## src/rtl/song_pkg.sv

```systemverilog
`default_nettype none
// +------------------------------------------------------------------+
// | song_pkg: shared state encodings and default parameter values    |
// | Revision: 1.0                                                    |
// +------------------------------------------------------------------+
package song_pkg;

  localparam int DEF_SONG_BITS      = 2;
  localparam int DEF_NOTE_ADDR_BITS = 5;
  localparam int DEF_NOTE_WIDTH     = 6;
  localparam int DEF_DURATION_WIDTH = 6;

  localparam int STATE_W = 3;

  localparam logic [2:0] S_IDLE    = 3'd0;
  localparam logic [2:0] S_FETCH   = 3'd1;
  localparam logic [2:0] S_LOAD    = 3'd2;
  localparam logic [2:0] S_PRESENT = 3'd3;
  localparam logic [2:0] S_WAIT    = 3'd4;
  localparam logic [2:0] S_ADVANCE = 3'd5;

endpackage : song_pkg
`default_nettype wire

```

## src/rtl/song_sequencer.sv

```systemverilog
`default_nettype none
// +------------------------------------------------------------------+
// | song_sequencer: steps through a song held in an external ROM and |
// | hands each note/duration to a player over a valid/ready port.    |
// | Revision: 1.0                                                    |
// +------------------------------------------------------------------+
module song_sequencer
  import song_pkg::*;
#(
  parameter int SONG_BITS      = DEF_SONG_BITS,
  parameter int NOTE_ADDR_BITS = DEF_NOTE_ADDR_BITS,
  parameter int NOTE_WIDTH     = DEF_NOTE_WIDTH,
  parameter int DURATION_WIDTH = DEF_DURATION_WIDTH
) (
  input  logic                                 clk,
  input  logic                                 reset,
  input  logic                                 play,
  input  logic [SONG_BITS-1:0]                 song,
  input  logic                                 reverse,
  input  logic                                 ff,
  input  logic                                 loop,
  input  logic                                 note_done,
  output logic [SONG_BITS+NOTE_ADDR_BITS-1:0]  rom_addr,
  input  logic [NOTE_WIDTH+DURATION_WIDTH-1:0] rom_data,
  output logic [NOTE_WIDTH-1:0]                note,
  output logic [DURATION_WIDTH-1:0]            duration,
  output logic                                 note_valid,
  input  logic                                 note_ready,
  output logic                                 song_done,
  output logic                                 playing
);

  localparam logic [NOTE_ADDR_BITS-1:0] LAST_INDEX = '1;

  logic [STATE_W-1:0]        r_state;
  logic [NOTE_ADDR_BITS-1:0] r_index;
  logic [SONG_BITS-1:0]      r_song;

  logic [NOTE_ADDR_BITS-1:0] w_index_step;
  logic                      w_boundary;
  logic [DURATION_WIDTH-1:0] w_raw_dur;
  logic [DURATION_WIDTH-1:0] w_dur;

  assign w_raw_dur = rom_data[DURATION_WIDTH-1:0];

  // Fast-forward halves the duration but never turns a 1 into a 0.
  always_comb begin
    w_dur = w_raw_dur;
    if (ff && (w_raw_dur != DURATION_WIDTH'(1))) begin
      w_dur = w_raw_dur >> 1;
    end
  end

  assign w_boundary   = reverse ? (r_index == '0) : (r_index == LAST_INDEX);
  assign w_index_step = reverse ? (r_index - NOTE_ADDR_BITS'(1))
                                : (r_index + NOTE_ADDR_BITS'(1));

  assign rom_addr = {r_song, r_index};
  assign playing  = (r_state != S_IDLE);

  always_ff @(posedge clk or negedge reset) begin
    if (!reset) begin
      r_state    <= S_IDLE;
      r_index    <= '0;
      r_song     <= '0;
      note       <= '0;
      duration   <= '0;
      note_valid <= 1'b0;
      song_done  <= 1'b0;
    end else begin
      song_done <= 1'b0;
      case (r_state)
        S_IDLE: begin
          if (play) begin
            r_song  <= song;
            if (song != r_song) begin
              r_index <= '0;
            end
            r_state <= S_FETCH;
          end
        end
        S_FETCH: begin
          r_state <= S_LOAD;
        end
        S_LOAD: begin
          note     <= rom_data[NOTE_WIDTH+DURATION_WIDTH-1:DURATION_WIDTH];
          duration <= w_dur;
          r_state  <= S_PRESENT;
        end
        // note_valid rises on the first edge in PRESENT and drops on handshake.
        S_PRESENT: begin
          if (note_valid && note_ready) begin
            note_valid <= 1'b0;
            r_state    <= S_WAIT;
          end else begin
            note_valid <= 1'b1;
          end
        end
        S_WAIT: begin
          if (note_done) begin
            r_state <= S_ADVANCE;
          end else if (!play) begin
            r_state <= S_IDLE;
          end
        end
        S_ADVANCE: begin
          if (w_boundary) begin
            song_done <= 1'b1;
          end
          if (w_boundary && !loop) begin
            r_index <= '0;
            r_state <= S_IDLE;
          end else begin
            r_index <= w_index_step;
            r_state <= play ? S_FETCH : S_IDLE;
          end
        end
        default: begin
          note_valid <= 1'b0;
          r_state    <= S_IDLE;
        end
      endcase
    end
  end

endmodule : song_sequencer
`default_nettype wire

```

## config.mk

```make
export PLATFORM = sky130hd
export DESIGN_NAME = song_sequencer
export DESIGN_NICKNAME = d
export VERILOG_FILES = /design/src/rtl/song_pkg.sv /design/src/rtl/song_sequencer.sv
export SDC_FILE = /design/constraint.sdc
export NUM_CORES = 1
export LEC_CHECK = 0
export CAP_MARGIN = 15
export CORE_ASPECT_RATIO = 0.5
export CORE_UTILIZATION = 47
export DETAILED_ROUTE_END_ITERATION = 10
export GPL_TIMING_DRIVEN = 0
export PLACE_DENSITY = 0.87
export SLEW_MARGIN = 20
export SYNTH_ARGS = -nofsm -noshare
export SYNTH_HDL_FRONTEND = slang
export SYNTH_SLANG_ARGS = --single-unit
```

## constraint.sdc

```tcl
create_clock -name clk -period 5 [get_ports clk]
set_input_delay 0.75 -clock clk [delete_from_list [all_inputs] [get_ports clk]]
set_output_delay 0.75 -clock clk [all_outputs]
set_load 0.01 [all_outputs]
```

# After elaboration in Yosys (flattened, before gate mapping)
# Index checks and enable logic that the tools add are counted.
# word_totals
reg_bits	24
wordCells	51
# classes
muxes	18
eq_ne	12
addsub	2
reduce_logical	12
# op_table
cell	count
5-bit two-way mux	4
3-bit case mux with 6 select lines	1
3-bit two-way mux	4
5-bit case mux with 2 select lines	1
3-bit by 2-bit equality test with 1-bit output, second input constant	2
3-bit equality test, second input constant	2
1-bit two-way mux	6
6-bit two-way mux	1
2-bit inequality test, second input constant	3
6-bit by 1-bit inequality test with 1-bit output, second input constant	1
3-bit AND reduction	2
5-bit by 1-bit adder with 5-bit output, second input constant	1
5-bit equality test, second input constant	1
5-bit logical NOT	1
5-bit OR reduction	1
5-bit by 1-bit subtractor with 5-bit output, second input constant	1
3-bit by 1-bit equality test with 1-bit output, second input constant	1
1-bit logical AND	3
3-bit logical NOT	1
3-bit inequality test, second input constant	1
3-bit nonzero test	1
2-bit inequality test	1
1-bit case mux with 2 select lines	1
2-bit AND reduction	1
2 further kinds	2

# Depth between registers and ports, before layout
# Gate-level depths: netlist (run 1).
# depth
depth_word	5
ltp_mapped	7
ltp_nobuf	7

# Worst setup path before layout (run 1)
# Ideal clock, no wire load.
# synth_path
path_kind	input-to-reg
from	input reverse
to	register r_index[4]
required_time_ps	4917
path_slack_ps	2976
arrival_ps	1941
cell_stages	7
cell_sequence	inv_1 -> fa_1 -> nand2b_1 -> a21oi_1 -> xnor2_1 -> or3_1 -> o21ai_0
# synth_via
elab_chain_cells	4
# synth_lines
element	line	text
start, declared	song_sequencer.sv:19	input logic reverse,
1-bit two-way mux	song_sequencer.sv:54	assign w_boundary = reverse ? (r_index == '0) : (r_index == LAST_INDEX);
1-bit logical AND	song_sequencer.sv:110	if (w_boundary && !loop) begin
5-bit two-way mux *	song_sequencer.sv:110	
5-bit case mux with 2 select lines *	song_sequencer.sv:72	case (r_state)
end signal, assigned	song_sequencer.sv:114	r_index <= w_index_step;
end, declared	song_sequencer.sv:36	logic [NOTE_ADDR_BITS-1:0] r_index;
# Every way passes the cells marked *; elsewhere a longest branch is shown, timed or not.
# A chain may end at the register's enable or synchronous reset.

# Final worst setup path (run 1)
# Ends and elaborated chain as after synthesis.

==> results.cfg, run 1 <==
[outcome]
status = finished, final reports clean

[min_path]
hold_path_class = input port to async pin

[cts]
ctsLongestPathBuffers = 2
cts_tree = yes
postCtsHoldBufs = 0
cts_htree_levels = 1
post-cts-setup-buffers = 0
cts_resized = 0
cts_root_buf = clkbuf_8
clk_pin_slew_worst_paths_ps = 80
clock-sinks = 24
cts_made_buffers = 3
insertion_delay_ps = 270

[power]
p_comb_frac = 0.518
seqPwrFrac = 0.351
p_sw_uw = 359
ir_drop_mv = 0.313
power.share.clock = 0.132
totalPowerFinal_uw = 1010
p_leak_uw = 0.000733
cellPowerDensity_mw_per_mm2 = 577
intPower_uw = 650
switching_share = 0.356

[grt]
grt_usage = 0.212
grt_pass1_vias = 979
antenna_found_initial = 0
grt_pass1_wl_microns = 4290
grt_max_degree = 25
overflow = 0

[placement]
gp_congestion = 0.751
dp.final_hpwl_microns = 1970
port_buffers = 42

[yosys]
synth-seq-cells = 24
synthXorXnorAreaFrac = 0.0283
async_reset_ff_frac = 1.00
netlist-cell-type-count = 35
synth.net_count = 142
mappedNetlistArea_sq_mm = 0.00124
synthAdderAreaFrac = 0.0466
syn_inst = 116
synth_edf_count = 0
synth-simple-area-share = 0.143
synth_top_family_by_area = simple AND/OR/NAND/NOR gates
yosysSeqAreaShare = 0.486
avgSynthCellArea_sq_um = 10.7
synth_compound_area_frac = 0.143
yosys_warnings = 0
synth_mux_area_frac = 0.105
ys.flop_type = dfrtp_1

[layout]
antenna-diode-count = 0
area_growth_pct = 41.6
nets = 189
fillers = 187
drive_gt1_frac = 0.123

[critical_path]
critical_path_class = input port to flip-flop
crit_required_ps = 5200
critical_path.max_fanout = 7
crit_path_start_kind = input port
end_kind = flip-flop
cp.arrival_ps = 2770

[timing]
fin_setup_tns_ps = 0
timing.final.max_slew_violations = 0
rsz0062_at_grt = no
period_minus_slack_ps = 2580
finalHoldViolations = 0
finalClockSkew_ps = 3.73
fmax_ghz = 0.388
slew_headroom = 0.622
fin_crit_sh = 0.515
worst_slew_pin_slew_ps = 561
setup_violations = 0

[floorplan]
io_pins = 44
start_util = 0.528
dieHeight_microns = 38.3
die_area_sq_mm = 0.00285
dieWidth_microns = 74.5
core_sq_mm = 0.00234
rows = 12

[drt]
first_iter_violations = 54
via_count = 1017
wirelength_microns = 2720
ant_nets = 0
met1_length_microns = 1210
viasPerCell = 5.16
route.met2.wl_microns = 1340
drc_errors = 0
wl_per_cell_microns = 13.8
top_layer = met4
dr.pass1.iters = 4
wl_met3_microns = 126

[run]
maxCapViolCount = 0
-- kinds of logic after synthesis --
group | after synthesis
AND/OR/NAND/NOR | 32
AO/OA/AOI/OAI | 29
flip-flops | 24
multiplexers | 12
buffers and inverters | 11
XOR/XNOR | 4
adder cells (fa/ha/maj) | 4
-- flip-flops by register name (all words and copies together), names as in the netlist --
| register | count |
|---|---|
| duration | 6 |
| note | 6 |
| note_valid | 1 |
| r_index | 5 |
| r_song | 2 |
| r_state | 3 |
| song_done | 1 |
-- power groups by stage --
stage / clock network, uW / logic [uW] / registers [uW]
after global routing: 144 / 570 / 366
after global placement: 0 / 506 / 352
final: 133 / 522 / 354
after CTS: 136 / 526 / 353
after detailed placement: 0 / 519 / 357
after floorplan: 0 / 255 / 386
-- placed cells by master, fill, tap and decap left out, types with 2 or more instances in the layout --
cell	instances
or3_1	2
xnor2_1	3
a21oi_1	11
clkbuf_8	5
buf_2	2
nor2_1	10
dfrtp_1	24
mux2i_1	4
ha_1	3
inv_1	7
mux2_2	8
o21ai_0	10
clkdlybuf4s50_1	41
nor3_1	2
nand2_1	8
nand2b_1	2
-- per-stage QoR --
stage	instance area, sq um	instances	hold slack [ps]	worst slack (ps)	util
2_1_floorplan	1240	116	454	2980	-
3_3_place_gp	1700	193	489	2240	0.726
3_5_place_dp	1700	193	497	2170	0.726
4_1_cts	1760	197	516	2420	0.749
5_1_grt	1750	197	471	2270	0.747
6_report	1750	197	448	2420	0.747
-- final cells by class --
class                      count  area [sq um]  share of cell area
sequential                    24           601               0.343
multi-input combinational     81           576               0.329
timing repair buffer          42           415               0.237
clock buffer                   4          55.1              0.0315
tap                           35          43.8              0.0250
buffer                         4          33.8              0.0193
inverter                       7          26.3              0.0150
-- cell usage after synthesis, types with 2 or more instances --
cell / count / area [sq um]
a21oi_1: 11 / 55.1
mux2i_1: 4 / 40.0
nand2b_1: 2 / 12.5
or3_1: 2 / 12.5
dfrtp_1: 24 / 601
nor3_1: 2 / 10.0
mux2_2: 8 / 90.1
nor2_1: 10 / 37.5
o21ai_0: 10 / 50.1
ha_1: 3 / 37.5
inv_1: 7 / 26.3
xnor2_1: 3 / 26.3
nand2_1: 8 / 30.0
-- final timing paths --
check,from,to,slack (ps),depth (start not counted)
setup / recovery,reverse,r_index[4],2420,8
hold / removal,reset,note[1],450,1
setup reg to reg,r_index[0],r_index[4],3130,7
hold reg to reg,note[4],note[4],510,1
max in group asynchronous,reset,r_state[2],4200,1
min in group clk,note[4],note[4],510,1
-- per-layer routing --
layer / global-route usage / up-vias
li1: - / 501
met1: 0.242 / 486
met2: 0.390 / 25
met3: 0.0474 / 5
met4: 0.0991 / 0
met5: 0 / -
-- critical path, cell delays in order --
cell and delay [ps]:
clkdlybuf4s50_1 630, inv_1 110, fa_1 440, nand2b_1 180
a21oi_1 180, xnor2_1 100, or3_1 310, o21ai_0 70
Power figures use the tool's default switching activity.
==> inputs of run 2 (changes only) <==
CORE_UTILIZATION = 44   (was 47)
PLACE_DENSITY = 0.83   (was 0.87)
clock period = 2.7 ns   (was 5 ns; I/O delays follow)
==> run 2 against run 1 <==
Clock power rose by 53%. Non-clock buffer count did not move. Final area fell by 0.64%. Total power rose by 79%. Register-to-register slack got worse by 2300 ps. Final cell count rose by 0.51%. Routed wire length fell by 6.7%. Combinational power rose by 82%. Count of clock-buffer cells in the layout fell by 1. Global-route usage fell by 3.4 points.
==> results.cfg, run 2 (same netlist as run 1, synthesis figures left out) <==
[cts]
post-cts-setup-buffers = 0
cts_htree_levels = 1
ctsLongestPathBuffers = 2
cts_tree = yes
postCtsHoldBufs = 0
cts_root_buf = clkbuf_8
cts_resized = 0
insertion_delay_ps = 260
clk_pin_slew_worst_paths_ps = 80
clock-sinks = 24
cts_made_buffers = 3

[layout]
final_cell_mix = 41 x clkdlybuf4s50_1, 24 x dfrtp_1, 11 x a21oi_1
drive_gt1_frac = 0.118
final_common_cell = clkdlybuf4s50_1
fin_cells = 198
final_area_sq_mm = 0.00174
post-route-util = 0.660
area_growth_pct = 40.7
antenna-diode-count = 0
nets = 189
reg.largest.list = duration (6), note (6), r_index (5)

[floorplan]
dieWidth_microns = 77.0
rows = 13
dieHeight_microns = 39.5
io_pins = 44
die_area_sq_mm = 0.00304
start_util = 0.469
core_sq_mm = 0.00264

[timing]
fin_crit_sh = 0.817
rsz0062_at_grt = no
period_minus_slack_ps = 2210
worst_slew_pin_slew_ps = 521
setup_violations = 0
finalClockSkew_ps = 0.831
fmax_ghz = 0.453
fin_setup_tns_ps = 0
finalHoldViolations = 0
slew_headroom = 0.653
timing.final.max_slew_violations = 0

[power]
p_comb_frac = 0.524
intPower_uw = 1170
cellPowerDensity_mw_per_mm2 = 1040
switching_share = 0.353
totalPowerFinal_uw = 1810
ir_drop_mv = 0.412
p_sw_uw = 640
p_leak_uw = 0.000726
seqPwrFrac = 0.363
power.share.clock = 0.112

[placement]
placed_cells = 195
dp.final_hpwl_microns = 2020
postPlaceCellArea_sq_mm = 0.00170
gp_congestion = 0.728
port_buffers = 42

[critical_path]
slowest_stage = clkdlybuf4s50_1
end_kind = flip-flop
worstPathCellList = clkdlybuf4s50_1, inv_1, fa_1, nand2b_1, a21oi_1, xnor2_1, or3_1, o21ai_0
max_stage_delay_ps = 620
cp.arrival_ps = 2390
critical_path_class = input port to flip-flop
crit_required_ps = 2890
critical_path.max_fanout = 7
crit_path_start_kind = input port

[drt]
viasPerCell = 5.14
ant_nets = 0
wirelength_microns = 2540
drc_errors = 0
first_iter_violations = 12
via_count = 1017
dr.pass1.iters = 4
wl_per_cell_microns = 12.8

[outcome]
status = finished, final reports clean

[grt]
grt_max_degree = 25
antenna_found_initial = 0
overflow = 0
grt_usage = 0.179
grt_pass1_wl_microns = 4030
grt_pass1_vias = 911

[min_path]
hold_path_class = input port to async pin

[run]
maxCapViolCount = 0
-- run 2: cell count changes in the layout (fill, tap and decap cells not counted), sizes merged --
| cell | change |
|---|---|
| clkbuf | -1 |
-- run 2: per-layer routing --
layer	global-route usage	vias up	part of all wire
met5	0	-	0
met2	0.362	26	0.51
met1	0.191	487	0.44
met3	0.0535	3	0.041
met4	0.0433	0	0.0063
li1	-	501	-
-- run 2: final cells by class --
| type | instances | area (sq um) |
|---|---|---|
| Clock buffer | 3 | 41.3 |
| Sequential cell | 24 | 601 |
| Timing Repair Buffer | 42 | 415 |
| Tap cell | 37 | 46.3 |
| Fill cell | 216 | 896 |
| Buffer | 4 | 33.8 |
| Inverter | 7 | 26.3 |
| Multi-Input combinational cell | 81 | 576 |
-- run 2: final timing paths --
check,cells after the start,slack (ps),to,startpoint
max reg2reg,7,840,r_index[4],r_index[0]
max in group asynchronous,1,2240,r_state[1],reset
min in group clk,1,510,note[5],note[5]
min reg2reg,1,510,note[5],note[5]
min,1,110,note[5],reset
max,8,490,r_index[4],reverse
-- run 2: power by group through the flow --
stage / combinational, uW / clock [uW] / sequential (uW)
final: 949 / 204 / 658
after global routing: 1040 / 223 / 686
after CTS: 963 / 213 / 659
after detailed placement: 962 / 0 / 666
after global placement: 932 / 0 / 654
after floorplan: 471 / 0 / 715
-- run 2: per-stage QoR --
stage | hold WS, ps | setup WS, ps
2_1_floorplan | 109 | 942
3_3_place_gp | 488 | 257
3_5_place_dp | 494 | 224
4_1_cts | 512 | 497
5_1_grt | 136 | 282
6_report | 109 | 494
-- run 2: critical path: cells and delay by family --
| kind | cells | cell delay, ps |
|---|---|---|
| fa+ha+maj | 1 | 440 |
| compound gates | 2 | 240 |
| xor+xnor | 1 | 90 |
| simple gates | 2 | 490 |
| buf+inv | 2 | 730 |
==> inputs of run 3 (changes only) <==
CORE_UTILIZATION = 40   (was 44)
PLACE_DENSITY = 0.79   (was 0.83)
clock period = 1.8 ns   (was 2.7 ns; I/O delays follow)
==> run 3 against run 2 <==
The run now ends with hold timing left. Critical path depth is 6 lower. Routed wire length up 3.2%. Worst hold slack lost 140 ps. Highest routed layer unchanged. Critical path type is now flip-flop to output pin. Sequential power up 50%. Largest power group unchanged.
==> results.cfg, run 3 (same netlist as run 1, synthesis figures left out) <==
[outcome]
status = complete, but fails checks
violations = hold timing

[layout]
post-route-util = 0.639
antenna-diode-count = 0
final_common_cell = clkdlybuf4s50_1
reg.largest.list = duration (6), note (6), r_index (5)
area_growth_pct = 43.0
final_cell_mix = 39 x clkdlybuf4s50_1, 21 x dfrtp_1, 10 x nor2_1, 10 x a21oi_1, 9 x o21ai_0
drive_gt1_frac = 0.160
nets = 189

[drt]
wl_per_cell_microns = 13.2
route.met2.wl_microns = 1320
met1_length_microns = 1190
wl_met3_microns = 99
via_count = 1001
top_layer = met4
dr.pass1.iters = 4
first_iter_violations = 39
viasPerCell = 5.03
ant_nets = 0
wirelength_microns = 2620
drc_errors = 0

[critical_path]
crit_path_start_kind = flip-flop
cp.arrival_ps = 1450
critical_path.max_fanout = 6
crit_required_ps = 1530
critical_path_class = flip-flop to output pin
end_kind = output pin

[floorplan]
dieHeight_microns = 41.3
dieWidth_microns = 80.6
core_sq_mm = 0.00277
start_util = 0.447
die_area_sq_mm = 0.00333
io_pins = 44
rows = 13

[cts]
postCtsHoldBufs = 0
cts_htree_levels = 1
clk_pin_slew_worst_paths_ps = 80
cts_root_buf = clkbuf_8
ctsLongestPathBuffers = 2
cts_tree = yes
clock-sinks = 24
cts_made_buffers = 3
insertion_delay_ps = 260

[timing]
finalHoldViolations = 24
setup_violations = 0
timing.final.max_slew_violations = 0
fmax_ghz = 0.581
hold_ws_ps = -26.2
finalClockSkew_ps = 2.42
period_minus_slack_ps = 1720
fin_crit_sh = 0.956
slew_headroom = 0.650
rsz0062_at_grt = no
worst_slew_pin_slew_ps = 525

[grt]
grt_pass1_wl_microns = 3740
grt_usage = 0.158
grt_pass1_vias = 844
grt_max_degree = 25
overflow = 0
antenna_found_initial = 0

[power]
p_sw_uw = 981
switching_share = 0.351
seqPwrFrac = 0.354
p_comb_frac = 0.518
cellPowerDensity_mw_per_mm2 = 1580
p_leak_uw = 0.000737
ir_drop_mv = 0.749
power.share.clock = 0.128
intPower_uw = 1810

[placement]
port_buffers = 42
dp.final_hpwl_microns = 1940
gp_congestion = 0.722

[min_path]
hold_path_class = input port to async pin

[run]
maxCapViolCount = 0
-- run 3: worst max-delay path, stage by stage, from the launching register on --
cell and delay (ps):
dfrtp_2 460, or3_1 430, dlygate4sd2_1 310
-- run 3: timing repair --
action                                  4_1_cts  5_1_grt
endpoints found under the setup margin        3        1
buffers inserted                              0        0
gates resized for setup                       5        4
-- run 3: path summary, 6_finish.rpt --
check	startpoint	to	slack, ps	depth (start not counted)
setup / recovery	r_state[2]	playing	80	2
hold / removal	reset	r_index[2]	-30	1
setup reg to reg	r_index[0]	r_index[4]	110	7
hold reg to reg	note[0]	note[0]	510	1
max in group asynchronous	reset	r_state[2]	1440	1
min in group clk	ff	duration[2]	480	3
-- run 3: metal layers --
layer	global-route usage	vias to the layer above
met1	0.185	475
met5	0	-
met4	0.0536	0
met2	0.299	24
li1	-	500
met3	0.0435	2
-- run 3: area by class of cell --
cell class	count	area [sq um]
plain buffers	4	33.8
clock buffers	4	55.1
fillers	230	997
inverters	7	26.3
multi-input cells	81	589
flip-flops and latches	24	604
well taps	37	46.3
repair buffers	42	413
-- run 3: power by group through the flow --
stage	Sequential (uW)	Clock, uW	Combinational, uW
after global routing	1020	391	1590
after floorplan	1070	0	707
after detailed placement	993	0	1440
after global placement	981	0	1400
after CTS	988	373	1440
final	989	357	1450
-- run 3: through the flow --
stage | worst slack, ps | instance area [sq um] | std cells | total power, uW | TNS [ps]
floorplan | 42.0 | 1240 | 116 | 1780 | 0
global placement | -502 | 1700 | 195 | 2390 | -1310
detailed placement | -530 | 1700 | 195 | 2430 | -1450
CTS | 8.16 | 1760 | 199 | 2800 | 0
global route | 13.6 | 1770 | 199 | 3010 | 0
finish | 78.9 | 1770 | 199 | 2790 | 0
